## config.mk

```make
export PLATFORM = sky130hd
export DESIGN_NAME = mmio_controller_flat
export DESIGN_NICKNAME = d
export VERILOG_FILES = /design/src/rtl/mmio_controller_if.sv /design/src/rtl/mmio_controller.sv /design/src/flat_wrapper.sv
export SDC_FILE = /design/constraint.sdc
export NUM_CORES = 1
export LEC_CHECK = 0
export ABC_AREA = 1
export CORE_MARGIN = 8
export CORE_UTILIZATION = 30
export CTS_BUF_LIST = sky130_fd_sc_hd__clkbuf_8
export DETAILED_ROUTE_END_ITERATION = 7
export PLACE_DENSITY_LB_ADDON = 0.05
export SYNTH_ARGS = -nofsm -noshare
export SYNTH_HDL_FRONTEND = slang
export SYNTH_SLANG_ARGS = --single-unit
export TNS_END_PERCENT = 100
```

## constraint.sdc

```tcl
create_clock -name clk -period 16.35 [get_ports clk]
set_clock_uncertainty 0.2 [all_clocks]
set_input_delay 4.0875 -clock clk [delete_from_list [all_inputs] [get_ports clk]]
set_output_delay 4.0875 -clock clk [all_outputs]
set_load 0.01 [all_outputs]
```

## src/rtl/mmio_controller_if.sv

```systemverilog
// ---------------------------------------------------------------------------
// mmio_controller_if
// Purpose : Single-port memory-mapped bus between the CPU memory stage and
//           the MMIO controller. The master drives one request per cycle and
//           gets registered read data back one cycle later.
// Signals :
//   addr   - byte address from the memory stage
//   wr_en  - write strobe
//   rd_en  - read strobe
//   wdata  - write data
//   hit    - combinational: addr matches a mapped register
//   rdata  - registered read data
//   rvalid - one-cycle pulse following an accepted read
// ---------------------------------------------------------------------------
interface mmio_controller_if #(
    parameter int DBITS = 32
);
    logic [DBITS-1:0] addr;
    logic             wr_en;
    logic             rd_en;
    logic [DBITS-1:0] wdata;
    logic             hit;
    logic [DBITS-1:0] rdata;
    logic             rvalid;

    modport master (
        output addr, wr_en, rd_en, wdata,
        input  hit, rdata, rvalid
    );

    modport slave (
        input  addr, wr_en, rd_en, wdata,
        output hit, rdata, rvalid
    );
endinterface

```

## src/rtl/mmio_controller.sv

```systemverilog
// ---------------------------------------------------------------------------
// mmio_controller
// Purpose : Memory-mapped I/O block for the CPU data path. Owns the HEX,
//           LEDR and LEDG output registers, samples KEY/SW through two-flop
//           synchronisers and per-bit debouncers, and keeps sticky
//           ready/overrun status for both input groups.
// Ports   :
//   clk    - system clock
//   reset  - asynchronous, active-high reset
//   bus    - mmio_controller_if.slave (addr, wr_en, rd_en, wdata, hit,
//            rdata, rvalid)
//   key_n  - raw keys, 0 = pressed
//   sw     - raw switches
//   ledr   - red LEDs
//   ledg   - green LEDs
//   hex    - 7-segment digits, active-low, digit 0 in bits [6:0]
// Options : define MMIO_TIMER_EN to add a free-running cycle counter at
//           ADDR_TCNT; without it that address is unmapped.
// ---------------------------------------------------------------------------
module mmio_controller #(
    parameter int               DBITS           = 32,
    parameter int               KEY_BITS        = 4,
    parameter int               SW_BITS         = 10,
    parameter int               LEDR_BITS       = 10,
    parameter int               LEDG_BITS       = 8,
    parameter int               HEX_DIGITS      = 4,
    parameter int               DEBOUNCE_CYCLES = 100000,
    parameter logic [DBITS-1:0] ADDR_HEX        = 32'hF000_0000,
    parameter logic [DBITS-1:0] ADDR_LEDR       = 32'hF000_0004,
    parameter logic [DBITS-1:0] ADDR_LEDG       = 32'hF000_0008,
    parameter logic [DBITS-1:0] ADDR_KEY        = 32'hF000_0010,
    parameter logic [DBITS-1:0] ADDR_SW         = 32'hF000_0014,
    parameter logic [DBITS-1:0] ADDR_KCTRL      = 32'hF000_0110,
    parameter logic [DBITS-1:0] ADDR_SCTRL      = 32'hF000_0114,
    parameter logic [DBITS-1:0] ADDR_TCNT       = 32'hF000_0020
) (
    input  logic                    clk,
    input  logic                    reset,
    mmio_controller_if.slave        bus,
    input  logic [KEY_BITS-1:0]     key_n,
    input  logic [SW_BITS-1:0]      sw,
    output logic [LEDR_BITS-1:0]    ledr,
    output logic [LEDG_BITS-1:0]    ledg,
    output logic [7*HEX_DIGITS-1:0] hex
);

    localparam int HEX_BITS = 4 * HEX_DIGITS;
    localparam int CNT_W    = $clog2(DEBOUNCE_CYCLES + 1);
    // A counter sitting at CNT_MAX while the input still differs completes
    // the DEBOUNCE_CYCLES-th stable sample on this edge.
    localparam logic [CNT_W-1:0] CNT_MAX = CNT_W'(DEBOUNCE_CYCLES - 1);

    // Address decode
    logic w_selHex, w_selLedr, w_selLedg, w_selKey, w_selSw;
    logic w_selKctrl, w_selSctrl;

    assign w_selHex   = (bus.addr == ADDR_HEX);
    assign w_selLedr  = (bus.addr == ADDR_LEDR);
    assign w_selLedg  = (bus.addr == ADDR_LEDG);
    assign w_selKey   = (bus.addr == ADDR_KEY);
    assign w_selSw    = (bus.addr == ADDR_SW);
    assign w_selKctrl = (bus.addr == ADDR_KCTRL);
    assign w_selSctrl = (bus.addr == ADDR_SCTRL);

`ifdef MMIO_TIMER_EN
    logic w_selTcnt;
    assign w_selTcnt = (bus.addr == ADDR_TCNT);
    assign bus.hit   = w_selHex | w_selLedr | w_selLedg | w_selKey | w_selSw |
                       w_selKctrl | w_selSctrl | w_selTcnt;
`else
    assign bus.hit   = w_selHex | w_selLedr | w_selLedg | w_selKey | w_selSw |
                       w_selKctrl | w_selSctrl;
`endif

    logic w_wrHex, w_wrLedr, w_wrLedg, w_wrKctrl, w_wrSctrl;
    logic w_rdKey, w_rdSw;

    assign w_wrHex   = bus.wr_en & w_selHex;
    assign w_wrLedr  = bus.wr_en & w_selLedr;
    assign w_wrLedg  = bus.wr_en & w_selLedg;
    assign w_wrKctrl = bus.wr_en & w_selKctrl;
    assign w_wrSctrl = bus.wr_en & w_selSctrl;
    assign w_rdKey   = bus.rd_en & w_selKey;
    assign w_rdSw    = bus.rd_en & w_selSw;

    // Only the low bits of wdata land in most registers.
    logic w_unused;
    assign w_unused = ^bus.wdata;

    // -----------------------------------------------------------------------
    // Key input path. r_keyDeb holds the debounced raw level (1 = released),
    // so reset presets it to "all released" and no press fires on release
    // of reset.
    // -----------------------------------------------------------------------
    logic [KEY_BITS-1:0] r_keySync1, r_keySync2, r_keyDeb;
    logic [CNT_W-1:0]    r_keyCnt [KEY_BITS];
    logic [KEY_BITS-1:0] w_keyFlip;
    logic [KEY_BITS-1:0] w_keyPress;

    always_comb begin
        w_keyFlip = '0;
        for (int i = 0; i < KEY_BITS; i++) begin
            w_keyFlip[i] = (r_keySync2[i] != r_keyDeb[i]) && (r_keyCnt[i] == CNT_MAX);
        end
    end

    // A flip towards 0 is a press.
    assign w_keyPress = w_keyFlip & ~r_keySync2;

    always_ff @(posedge clk or posedge reset) begin
        if (reset) begin
            r_keySync1 <= '1;
            r_keySync2 <= '1;
            r_keyDeb   <= '1;
            for (int i = 0; i < KEY_BITS; i++) begin
                r_keyCnt[i] <= '0;
            end
        end else begin
            r_keySync1 <= key_n;
            r_keySync2 <= r_keySync1;
            r_keyDeb   <= r_keyDeb ^ w_keyFlip;
            for (int i = 0; i < KEY_BITS; i++) begin
                if ((r_keySync2[i] == r_keyDeb[i]) || w_keyFlip[i]) begin
                    r_keyCnt[i] <= '0;
                end else begin
                    r_keyCnt[i] <= r_keyCnt[i] + 1'b1;
                end
            end
        end
    end

    // -----------------------------------------------------------------------
    // Switch input path, same structure with an idle level of 0.
    // -----------------------------------------------------------------------
    logic [SW_BITS-1:0] r_swSync1, r_swSync2, r_swDeb;
    logic [CNT_W-1:0]   r_swCnt [SW_BITS];
    logic [SW_BITS-1:0] w_swFlip;
    logic               w_swChange;

    always_comb begin
        w_swFlip = '0;
        for (int i = 0; i < SW_BITS; i++) begin
            w_swFlip[i] = (r_swSync2[i] != r_swDeb[i]) && (r_swCnt[i] == CNT_MAX);
        end
    end

    assign w_swChange = |w_swFlip;

    always_ff @(posedge clk or posedge reset) begin
        if (reset) begin
            r_swSync1 <= '0;
            r_swSync2 <= '0;
            r_swDeb   <= '0;
            for (int i = 0; i < SW_BITS; i++) begin
                r_swCnt[i] <= '0;
            end
        end else begin
            r_swSync1 <= sw;
            r_swSync2 <= r_swSync1;
            r_swDeb   <= r_swDeb ^ w_swFlip;
            for (int i = 0; i < SW_BITS; i++) begin
                if ((r_swSync2[i] == r_swDeb[i]) || w_swFlip[i]) begin
                    r_swCnt[i] <= '0;
                end else begin
                    r_swCnt[i] <= r_swCnt[i] + 1'b1;
                end
            end
        end
    end

    // -----------------------------------------------------------------------
    // Sticky status. Clears come from write-1-to-clear and from reading the
    // matching data register; OR-ing the set term last makes set win.
    // -----------------------------------------------------------------------
    logic [KEY_BITS-1:0] r_keyReady;
    logic                r_keyOvr;
    logic                r_swReady;
    logic                r_swOvr;
    logic [KEY_BITS-1:0] w_keyReadyClr;
    logic                w_keyOvrClr, w_keyOvrSet;
    logic                w_swReadyClr, w_swOvrClr, w_swOvrSet;

    assign w_keyReadyClr = ({KEY_BITS{w_wrKctrl}} & bus.wdata[KEY_BITS-1:0]) |
                           {KEY_BITS{w_rdKey}};
    assign w_keyOvrClr   = w_wrKctrl & bus.wdata[KEY_BITS];
    assign w_keyOvrSet   = |(w_keyPress & r_keyReady);

    assign w_swReadyClr  = (w_wrSctrl & bus.wdata[0]) | w_rdSw;
    assign w_swOvrClr    = w_wrSctrl & bus.wdata[1];
    assign w_swOvrSet    = w_swChange & r_swReady;

    always_ff @(posedge clk or posedge reset) begin
        if (reset) begin
            r_keyReady <= '0;
            r_keyOvr   <= 1'b0;
            r_swReady  <= 1'b0;
            r_swOvr    <= 1'b0;
        end else begin
            r_keyReady <= (r_keyReady & ~w_keyReadyClr) | w_keyPress;
            r_keyOvr   <= (r_keyOvr & ~w_keyOvrClr) | w_keyOvrSet;
            r_swReady  <= (r_swReady & ~w_swReadyClr) | w_swChange;
            r_swOvr    <= (r_swOvr & ~w_swOvrClr) | w_swOvrSet;
        end
    end

    // -----------------------------------------------------------------------
    // Output registers
    // -----------------------------------------------------------------------
    logic [HEX_BITS-1:0]  r_hex;
    logic [LEDR_BITS-1:0] r_ledr;
    logic [LEDG_BITS-1:0] r_ledg;

    always_ff @(posedge clk or posedge reset) begin
        if (reset) begin
            r_hex  <= '0;
            r_ledr <= '0;
            r_ledg <= '0;
        end else begin
            if (w_wrHex) begin
                r_hex <= bus.wdata[HEX_BITS-1:0];
            end
            if (w_wrLedr) begin
                r_ledr <= bus.wdata[LEDR_BITS-1:0];
            end
            if (w_wrLedg) begin
                r_ledg <= bus.wdata[LEDG_BITS-1:0];
            end
        end
    end

    assign ledr = r_ledr;
    assign ledg = r_ledg;

`ifdef MMIO_TIMER_EN
    // Free-running cycle counter; a write loads wdata and counting resumes
    // from there on the following edge.
    logic [DBITS-1:0] r_tcnt;

    always_ff @(posedge clk or posedge reset) begin
        if (reset) begin
            r_tcnt <= '0;
        end else if (bus.wr_en && w_selTcnt) begin
            r_tcnt <= bus.wdata;
        end else begin
            r_tcnt <= r_tcnt + 1'b1;
        end
    end
`endif

    // -----------------------------------------------------------------------
    // Read path. Unmapped addresses fall through to zero, so every read
    // strobe still returns a valid (zero) word.
    // -----------------------------------------------------------------------
    logic [DBITS-1:0] w_rdSel;
    logic [DBITS-1:0] r_rdata;
    logic             r_rvalid;

    always_comb begin
        w_rdSel = '0;
        if (w_selHex) begin
            w_rdSel[HEX_BITS-1:0] = r_hex;
        end else if (w_selLedr) begin
            w_rdSel[LEDR_BITS-1:0] = r_ledr;
        end else if (w_selLedg) begin
            w_rdSel[LEDG_BITS-1:0] = r_ledg;
        end else if (w_selKey) begin
            w_rdSel[KEY_BITS-1:0] = ~r_keyDeb;
        end else if (w_selSw) begin
            w_rdSel[SW_BITS-1:0] = r_swDeb;
        end else if (w_selKctrl) begin
            w_rdSel[KEY_BITS:0] = {r_keyOvr, r_keyReady};
        end else if (w_selSctrl) begin
            w_rdSel[1:0] = {r_swOvr, r_swReady};
        end
`ifdef MMIO_TIMER_EN
        else if (w_selTcnt) begin
            w_rdSel = r_tcnt;
        end
`endif
    end

    always_ff @(posedge clk or posedge reset) begin
        if (reset) begin
            r_rdata  <= '0;
            r_rvalid <= 1'b0;
        end else begin
            r_rvalid <= bus.rd_en;
            if (bus.rd_en) begin
                r_rdata <= w_rdSel;
            end
        end
    end

    assign bus.rdata  = r_rdata;
    assign bus.rvalid = r_rvalid;

    // -----------------------------------------------------------------------
    // 7-segment decode, segments active-low in gfedcba order.
    // -----------------------------------------------------------------------
    function automatic logic [6:0] seg7(input logic [3:0] nibble);
        logic [6:0] seg;
        case (nibble)
            4'h0:    seg = 7'b1000000;
            4'h1:    seg = 7'b1111001;
            4'h2:    seg = 7'b0100100;
            4'h3:    seg = 7'b0110000;
            4'h4:    seg = 7'b0011001;
            4'h5:    seg = 7'b0010010;
            4'h6:    seg = 7'b0000010;
            4'h7:    seg = 7'b1111000;
            4'h8:    seg = 7'b0000000;
            4'h9:    seg = 7'b0010000;
            4'hA:    seg = 7'b0001000;
            4'hB:    seg = 7'b0000011;
            4'hC:    seg = 7'b1000110;
            4'hD:    seg = 7'b0100001;
            4'hE:    seg = 7'b0000110;
            default: seg = 7'b0001110;
        endcase
        return seg;
    endfunction

    logic [7*HEX_DIGITS-1:0] w_hexSeg;

    always_comb begin
        w_hexSeg = '0;
        for (int d = 0; d < HEX_DIGITS; d++) begin
            w_hexSeg[7*d +: 7] = seg7(r_hex[4*d +: 4]);
        end
    end

    assign hex = w_hexSeg;

endmodule

```

## src/flat_wrapper.sv

```systemverilog
// flat-port wrapper written by rule: the top's interface ports become plain ports
module mmio_controller_flat 
#(
    parameter int               DBITS           = 32,
    parameter int               KEY_BITS        = 4,
    parameter int               SW_BITS         = 10,
    parameter int               LEDR_BITS       = 10,
    parameter int               LEDG_BITS       = 8,
    parameter int               HEX_DIGITS      = 4,
    parameter int               DEBOUNCE_CYCLES = 100000,
    parameter logic [DBITS-1:0] ADDR_HEX        = 32'hF000_0000,
    parameter logic [DBITS-1:0] ADDR_LEDR       = 32'hF000_0004,
    parameter logic [DBITS-1:0] ADDR_LEDG       = 32'hF000_0008,
    parameter logic [DBITS-1:0] ADDR_KEY        = 32'hF000_0010,
    parameter logic [DBITS-1:0] ADDR_SW         = 32'hF000_0014,
    parameter logic [DBITS-1:0] ADDR_KCTRL      = 32'hF000_0110,
    parameter logic [DBITS-1:0] ADDR_SCTRL      = 32'hF000_0114,
    parameter logic [DBITS-1:0] ADDR_TCNT       = 32'hF000_0020
)
  (clk, reset, key_n, sw, ledr, ledg, hex, bus_addr, bus_wr_en, bus_rd_en, bus_wdata, bus_hit, bus_rdata, bus_rvalid);
  mmio_controller_if #(.DBITS(DBITS)) bus_i ();
  input  logic clk;
  input  logic reset;
  input  logic [KEY_BITS-1:0] key_n;
  input  logic [SW_BITS-1:0] sw;
  output logic [LEDR_BITS-1:0] ledr;
  output logic [LEDG_BITS-1:0] ledg;
  output logic [7*HEX_DIGITS-1:0] hex;
  input wire logic [$bits(bus_i.addr)-1:0] bus_addr;
  input wire logic [$bits(bus_i.wr_en)-1:0] bus_wr_en;
  input wire logic [$bits(bus_i.rd_en)-1:0] bus_rd_en;
  input wire logic [$bits(bus_i.wdata)-1:0] bus_wdata;
  output wire logic [$bits(bus_i.hit)-1:0] bus_hit;
  output wire logic [$bits(bus_i.rdata)-1:0] bus_rdata;
  output wire logic [$bits(bus_i.rvalid)-1:0] bus_rvalid;
  assign bus_i.addr = bus_addr;
  assign bus_i.wr_en = bus_wr_en;
  assign bus_i.rd_en = bus_rd_en;
  assign bus_i.wdata = bus_wdata;
  assign bus_hit = bus_i.hit;
  assign bus_rdata = bus_i.rdata;
  assign bus_rvalid = bus_i.rvalid;
  mmio_controller #(.DBITS(DBITS), .KEY_BITS(KEY_BITS), .SW_BITS(SW_BITS), .LEDR_BITS(LEDR_BITS), .LEDG_BITS(LEDG_BITS), .HEX_DIGITS(HEX_DIGITS), .DEBOUNCE_CYCLES(DEBOUNCE_CYCLES), .ADDR_HEX(ADDR_HEX), .ADDR_LEDR(ADDR_LEDR), .ADDR_LEDG(ADDR_LEDG), .ADDR_KEY(ADDR_KEY), .ADDR_SW(ADDR_SW), .ADDR_KCTRL(ADDR_KCTRL), .ADDR_SCTRL(ADDR_SCTRL), .ADDR_TCNT(ADDR_TCNT)) u_core (.clk(clk), .reset(reset), .bus(bus_i), .key_n(key_n), .sw(sw), .ledr(ledr), .ledg(ledg), .hex(hex));
endmodule
```

# [Word-level counts from Yosys, hierarchy flattened]
# Memory sizes are Yosys's and may differ from the RTL's.
# Cells that the tools add are included.
[op_classes] n_addsub=14 n_eq_ne=49 n_mux=26 bitwise_logic=38 reduce_logical=30
[ops] cell="17-bit by 1-bit adder with 17-bit output, second input constant" n=14
[ops] cell="17-bit == test, second input constant" n=14
[ops] cell="17-bit 2-to-1 mux" n=14
[ops] cell="32-bit == test, second input constant" n=7
[ops] cell="10-bit 2-to-1 mux" n=2
[ops] cell="4-bit bitwise AND" n=4
[ops] cell="1-bit bitwise AND" n=14
[ops] cell="1-bit == test" n=14
[ops] cell="1-bit logical AND" n=14
[ops] cell="1-bit logical OR" n=14
[ops] cell="1-bit inequality test" n=14
[ops] cell="6-bit 2-to-1 mux" n=2
[ops] cell="4-bit inverter" n=3
[ops] cell="5-bit 2-to-1 mux" n=2
[ops] cell="1-bit bitwise OR" n=10
[ops] cell="10-bit OR reduction" n=1
[ops] cell="10-bit bitwise XOR" n=1
[ops] cell="8-bit 2-to-1 mux" n=1
[ops] cell="4-bit bitwise OR" n=2
[ops] cell="2-bit 2-to-1 mux" n=3
[ops] cell="4-bit 2-to-1 mux" n=1
[ops] cell="4-bit OR reduction" n=1
[ops] cell="4-bit bitwise XOR" n=1
[ops] cell="3-bit 2-to-1 mux" n=1
[ops] cell="1-bit inverter" n=3
[totals] regBits=338 romBits=448 inputBits=82 out_inout_bits=80 mem_count=4
[mem_list] name="(name not given)" words=16 word_bits=7 rd=1 rd_clocked_by_memory_dff=0 write_ports=0 line_no="mmio_controller.sv:302" source="case (nibble)"
[mem_list] name="(name not given)" words=16 word_bits=7 rd=1 rd_clocked_by_memory_dff=0 write_ports=0 line_no="mmio_controller.sv:302"
[mem_list] name="(name not given)" words=16 word_bits=7 rd=1 rd_clocked_by_memory_dff=0 write_ports=0 line_no="mmio_controller.sv:302"
[mem_list] name="(name not given)" words=16 word_bits=7 rd=1 rd_clocked_by_memory_dff=0 write_ports=0 line_no="mmio_controller.sv:302"

# [Longest topological paths before layout]
# Gate-level depths: netlist of the first run.
[depth] depth_word=8 ltp_mapped=13 mapped_depth_nobuf=13

# [Least setup slack after synthesis of the first run]
# Ideal clock, no wire load.
[synth_path] path_type="input to output" start="input bus_addr[25]" end="output bus_hit" arrival_ns=5.074 setup_slack_ns=6.989 stages=8 path_buffers=1 cell_sequence="nor2_2 -> nand2_1 -> nor2_1 -> nand3_1 -> nor2_4 -> nand2_1 -> buf_2 -> nand4_1"
[synth_between] elab_chain_cells=7 elab_cells_between_ends=13
[synth_lines] item="start, declared" line_no="flat_wrapper.sv:29" source="input wire logic [$bits(bus_i.addr)-1:0] bus_addr;"
[synth_lines] item="32-bit == test (on tied branches)" line_no="mmio_controller.sv:57, mmio_controller.sv:58"
[synth_lines] item="1-bit bitwise OR (5 in a row)" line_no="mmio_controller.sv:71" source="assign bus.hit = w_selHex | w_selLedr | w_selLedg | w_selKey | w_selSw |"
[synth_lines] item="1-bit bitwise OR (*)" line_no="mmio_controller.sv:72" source="w_selKctrl | w_selSctrl;"
[synth_lines] item="end, declared" line_no="flat_wrapper.sv:33" source="output wire logic [$bits(bus_i.hit)-1:0] bus_hit;"
# Mark *: on every way between the ends. The rest lies on a longest branch, timed or not.

# [Final worst setup path of the first run]
[layout_path] start="input bus_addr[7]" end="output bus_hit"
# The elaborated chain is that of the path after synthesis.

==> flow_metrics.tcl, run 1 <==
set metrics [dict create \
    dpl.hpwl_um 32500 \
    crit_path_start_kind "primary input" \
    hold_violations 0 \
    layout.cells.non_filler 3152 \
    hold_start "u_core.r_swSync1[7]$_DFF_PP0_" \
    cts-root-buf "clkbuf_8" \
    wl_met2_um 19400 \
    clk_path_buf_depth 3 \
    ys_dominant_reg_cell "dfrtp_1" \
    whs_path_depth 0 \
    drt-vias-per-instance 4.55 \
    path_clk_slew_ns 0.05 \
    internal_power_w 0.00139 \
    highest_layer "met5" \
    placementRows 88 \
    critPathKind "primary input to output port" \
    grt_antenna_before_repair 2 \
    peakVddDrop_uv 58.1 \
    hold_end "u_core.r_swSync2[7]$_DFF_PP0_" \
    routabilityCongestion 0.808 \
    track_usage_pct 13.5 \
    tightest_slew_ns 0.981 \
    async_flop_share_pct 100 \
    synth_cell_types 51 \
    syn_area_mm2 0.0175 \
    wl_met3_um 2190 \
    grt_pass1_wl_um 74200 \
    r2r_start "u_core.r_keyCnt[0]$_DFF_PP0_" \
    die_h_um 258 \
    fin_crit_sh_pct 67.6 \
    finalNetCount 2454 \
    wl_met1_um 22200 \
    placed_cells 3027 \
    cts_hold_buf 0 \
    wire_per_inst_um 14.3 \
    setup.worst_path.start "bus_addr[7]" \
    firstDrtPassIters 5 \
    setup_tns_ns 0 \
    p_seq_share_pct 46.9 \
    comb_power_share_pct 4.0 \
    swShare_pct 24.1 \
    status "complete, no violations" \
    p_per_area_mw_per_mm2 87.0 \
    max_freq_mhz 90.4 \
    port_buffers 129 \
    io_pins 162 \
    syn_inst 2158 \
    ff2ff_path_depth 8 \
    yosysWarningCount 0 \
    ant_nets 0 \
    crit_path_end_kind "output port" \
    cts_resized 0 \
    grt_max_degree 135 \
    n_antenna_cell 0 \
    p_total_w 0.00183 \
    worstPathArrival_ns 6.77 \
    area_growth_syn_to_layout_pct 20.0 \
    drt_iter0_drc 809 \
    core_area_mm2 0.0577 \
    path_max_fanout 11 \
    remaining_drc_errors 0 \
    drv_slew 0 \
    synth-edff-count 0 \
    max_slew_margin_pct 34.6 \
    p_switching_w 0.000441 \
    chipWidth_um 258 \
    totalWireLength_um 45100 \
    overflow 0 \
    synth_seq_cells 338 \
    vias 14352 \
    rsz0062_at_grt "false" \
    p_leak_nw 9.50 \
    worst_r2r_endpoint "u_core.r_keyCnt[11]$_DFF_PP0_" \
    syn_area_per_cell_um2 8.12 \
    setup-violations-final 0 \
    cts_setup_buffers 0 \
    power_frac_clock_pct 49.0 \
    htreeDepth 3 \
    r2r_slack_ns 14.03 \
    grt_pass1_vias 14258 \
    yosysSeqAreaShare_pct 48.4 \
    die_area_mm2 0.0664 \
    cp_data_required_time_ns 12.06 \
    cap_violations 0 \
    numCtsBuffers 70 \
    layout_min_cycle_time_ns 11.06 \
    cts_tree "done" \
    hold_class "flop to flop" \
    hold_ws_ns 0.142 \
    cts.sinks 338 \
    clk_latency_ns 0.62 \
    drive_gt1_share_pct 8.25 \
    start_util_pct 30.4 \
]
## through the flow
step	util (%)	area [um^2]	worst slack [ns]
floorplan	-	17600	2.72
detailed placement	34.0	19600	5.23
finish	36.4	21000	5.29
global route	36.4	21000	5.10
CTS	36.4	21000	5.22
global placement	34.0	19600	5.25
## registers in the layout (all words and copies together) (netlist names), 4 cells and up, named ones only
| signal | count |
|---|---|
| u_core.ledg | 8 |
| u_core.r_swSync2 | 10 |
| u_core.r_keySync1 | 4 |
| u_core.r_keyReady | 4 |
| u_core.r_hex | 16 |
| u_core.ledr | 10 |
| u_core.r_swCnt | 170 |
| u_core.r_keyCnt | 68 |
| u_core.bus.rdata | 16 |
| u_core.r_swSync1 | 10 |
| u_core.r_keySync2 | 4 |
## logic make-up after synthesis
kind of cell	count (synthesis)	share of synthesized area [%]
AO/OA/AOI/OAI	230	7.62
multiplexers	16	1.14
flip-flops	338	48.4
AND/OR/NAND/NOR	1161	30.1
other	1	0.0214
buffers and inverters	324	7.52
XOR/XNOR	50	2.50
adder cells (fa/ha/maj)	38	2.71
## cell usage after synthesis, drive strengths merged, types with 17 or more instances
master    n  area, um^2
xor2     47         412
nor3b    45         338
nor2    344        1370
nand3   106         553
inv     279        1050
a21oi    95         475
o21ai    79         437
nand2   468        1770
nor4     19         134
buf      37         240
o21a     17         128
nand4    41         272
ha       38         475
nor3     90         509
dfrtp   326        8160
## power groups by stage
stage	Sequential, W	Combinational, W	Clock, W
after global routing	0.000859	0.0000854	0.000978
after CTS	0.000858	0.0000769	0.000943
final	0.000858	0.0000738	0.000897
after detailed placement	0.000872	0.0000766	0
after floorplan	0.000870	0.0000462	0
after global placement	0.000872	0.0000759	0
## critical path, stage by stage
cell and delay, ns:
clkdlybuf4s50_1 0.40, inv_1 0.05, nand2_1 0.06, nor3_2 0.41, inv_1 0.15, nor2_4 0.24, nand2_1 0.37, nand4_1 0.38
clkdlybuf4s50_1 0.61
## layout make-up
| class | count | area [um^2] |
|---|---|---|
| clock inverters | 34 | 178 |
| multi-input cells | 1511 | 7780 |
| well taps | 765 | 957 |
| fillers | 6025 | 36700 |
| inverters | 280 | 1060 |
| flip-flops and latches | 338 | 8470 |
| repair buffers | 133 | 1320 |
| clock buffers | 91 | 1250 |
## metal layers
metal	vias to the layer above	track usage (%)
li1	7314	-
met1	6690	18.6
met2	265	20.6
met3	81	3.39
met4	2	4.55
met5	-	0
## worst max path at each step
| stage | slack, ns | to | depth (start not counted) |
|---|---|---|---|
| 2_1_floorplan | 2.72 | asynchronous set/reset pin | 1 |
| 6_report | 5.29 | bus_hit | 9 |
| 3_5_place_dp | 5.23 | bus_hit | 9 |
| 4_1_cts | 5.22 | bus_hit | 9 |
| 5_1_grt | 5.10 | bus_hit | 9 |
| 3_3_place_gp | 5.25 | bus_hit | 9 |
## layout by cell type (no fill, tap or decap), drive strengths merged, types with 13 or more instances in the layout
master,instances
inv,303
or2,14
and3,13
nor4,19
nand4,41
nor3,90
nor3b,45
nor2,344
conb,16
xor2,47
mux2,13
dfrtp,326
o21ai,79
a21oi,95
clkdlybuf4s50,129
nand2,468
o21a,17
ha,38
a211oi,15
clkbuf,91
nand3,106
(Power assumes the default switching activity.)
==> run 2: changes to the inputs <==
==> constraint.sdc (replaced) <==
create_clock -name clk -period 9.4 [get_ports clk]
set_clock_uncertainty 0.2 [all_clocks]
set_input_delay 2.35 -clock clk [delete_from_list [all_inputs] [get_ports clk]]
set_output_delay 2.35 -clock clk [all_outputs]
set_load 0.01 [all_outputs]
==> flow_metrics.tcl, run 2 (same netlist as run 1, synthesis figures left out) <==
set metrics [dict create \
    core_area_mm2 0.0577 \
    layout_min_cycle_time_ns 7.60 \
    ant_nets 0 \
    die_area_mm2 0.0664 \
    reg.largest.list "u_core.r_swCnt x170, u_core.r_keyCnt x68" \
    chipWidth_um 258 \
    preCtsSetupSlack_ns 1.73 \
    p_total_w 0.00309 \
    max_slew_margin_pct 34.4 \
    hold_end "u_core.r_swSync2[1]$_DFF_PP0_" \
    hold_violations 0 \
    clk_latency_ns 0.62 \
    max_freq_mhz 132 \
    routabilityCongestion 0.833 \
    layout_setup_ws_ns 1.80 \
    fin_area_mm2 0.0209 \
    io_pins 162 \
    clk_path_buf_depth 3 \
    fin_crit_sh_pct 80.9 \
    rsz0062_at_grt "false" \
    hold_start "u_core.r_swSync1[1]$_DFF_PP0_" \
    overflow 0 \
    start_util_pct 30.4 \
    setup_tns_ns 0 \
    die_h_um 258 \
    cap_violations 0 \
    mostFrequentLayoutCells "nand2_1, dfrtp_1, nor2_1" \
    worst_r2r_endpoint "u_core.r_keyCnt[61]$_DFF_PP0_" \
    port_buffers 129 \
    worstPathArrival_ns 5.05 \
    track_usage_pct 13.7 \
    vias 14319 \
    setup-violations-final 0 \
    peakVddDrop_uv 77.9 \
    cp_data_required_time_ns 6.85 \
    firstDrtPassIters 5 \
    area_growth_syn_to_layout_pct 19.5 \
    p_per_area_mw_per_mm2 148 \
    whs_path_depth 0 \
    p_leak_nw 9.47 \
    totalWireLength_um 45100 \
    grt_pass1_vias 14456 \
    remaining_drc_errors 0 \
    cts.sinks 338 \
    cts_resized 0 \
    htreeDepth 3 \
    path_clk_slew_ns 0.06 \
    drt_iter0_drc 750 \
    cts_setup_buffers 0 \
    drive_gt1_share_pct 7.77 \
    finalNetCount 2454 \
    status "complete, no violations" \
    r2r_slack_ns 7.11 \
    crit_path_start_kind "primary input" \
    layout_commonest_cell "nand2_1" \
    numCtsBuffers 70 \
    largest_register_ffs 170 \
    grt_antenna_before_repair 2 \
    r2r_start "u_core.r_keyCnt[51]$_DFF_PP0_" \
    grt_pass1_wl_um 75400 \
    cts_tree "done" \
    ff2ff_path_depth 9 \
    crit_path_end_kind "output port" \
    regMostFlops "u_core.r_swCnt" \
    grt_max_degree 159 \
    placed_cell_area_mm2 0.0196 \
    placementRows 88 \
    cts-root-buf "clkbuf_8" \
    drv_slew 0 \
    cts_hold_buf 0 \
    wire_per_inst_um 14.3 \
    tightest_slew_ns 0.978 \
    dpl.hpwl_um 32400 \
    hold_class "flop to flop" \
    path_max_fanout 11 \
    drt-vias-per-instance 4.55 \
    critPathKind "primary input to output port" \
]
[run 2: changes by cell type in the layout (fill, tap and decap cells not counted), moves of 2 or more]
cell        change
buf_4           -2
clkbuf_8        -5
diode_2         +2
clkinvlp_4      -2
buf_12          +2
clkinv_2        -2
inv_1           +7
[run 2: area by class of cell]
cell class	instances	area (um^2)
Multi-Input combinational cell	1511	7780
Clock buffer	86	1180
Tap cell	765	957
Antenna cell	2	5.00
Timing Repair Buffer	133	1350
Inverter	280	1050
Fill cell	6081	36800
Sequential cell	338	8470
Clock inverter	34	133
[run 2: worst max-delay path, stage by stage]
cell	delay (ns)
clkdlybuf4s50_1	0.41
nor2_2	0.17
nand2_1	0.08
nor2_1	0.37
nand3_1	0.20
nor2_4	0.23
nand2_1	0.37
nand4_1	0.29
clkdlybuf4s50_1	0.57
[run 2: worst max-delay path by stage]
stage / from / endpoint / slack [ns] / cells past startpoint
6_report: bus_addr[25] / bus_hit / 1.80 / 9
5_1_grt: bus_addr[27] / bus_hit / 1.64 / 9
4_1_cts: bus_addr[25] / bus_hit / 1.73 / 9
3_5_place_dp: bus_addr[25] / bus_hit / 1.73 / 9
3_3_place_gp: bus_addr[25] / bus_hit / 1.78 / 9
2_1_floorplan: reset / asynchronous set/reset pin / 2.34 / 1
[run 2: metal layers]
metal | routed length (um) | vias to the layer above | track usage, %
met4 | 1280 | 2 | 5.62
met5 | 12 | - | 0
met1 | 22600 | 6673 | 18.8
met3 | 2140 | 72 | 3.07
met2 | 19100 | 264 | 20.8
li1 | - | 7308 | -
[run 2: per-stage QoR]
step	utilization, %	hold WS (ns)	cells
finish	36.3	0.150	3149
global route	36.3	0.156	3149
CTS	36.3	0.150	3147
detailed placement	34.0	0.135	3027
global placement	34.0	0.135	3027
floorplan	-	0.131	2173
[run 2: power breakdown]
part,internal [W],total (W),switching (W)
logic,0.0000447,0.000129,0.0000840
clock network,0.000815,0.00147,0.000656
registers,0.00148,0.00149,0.0000138
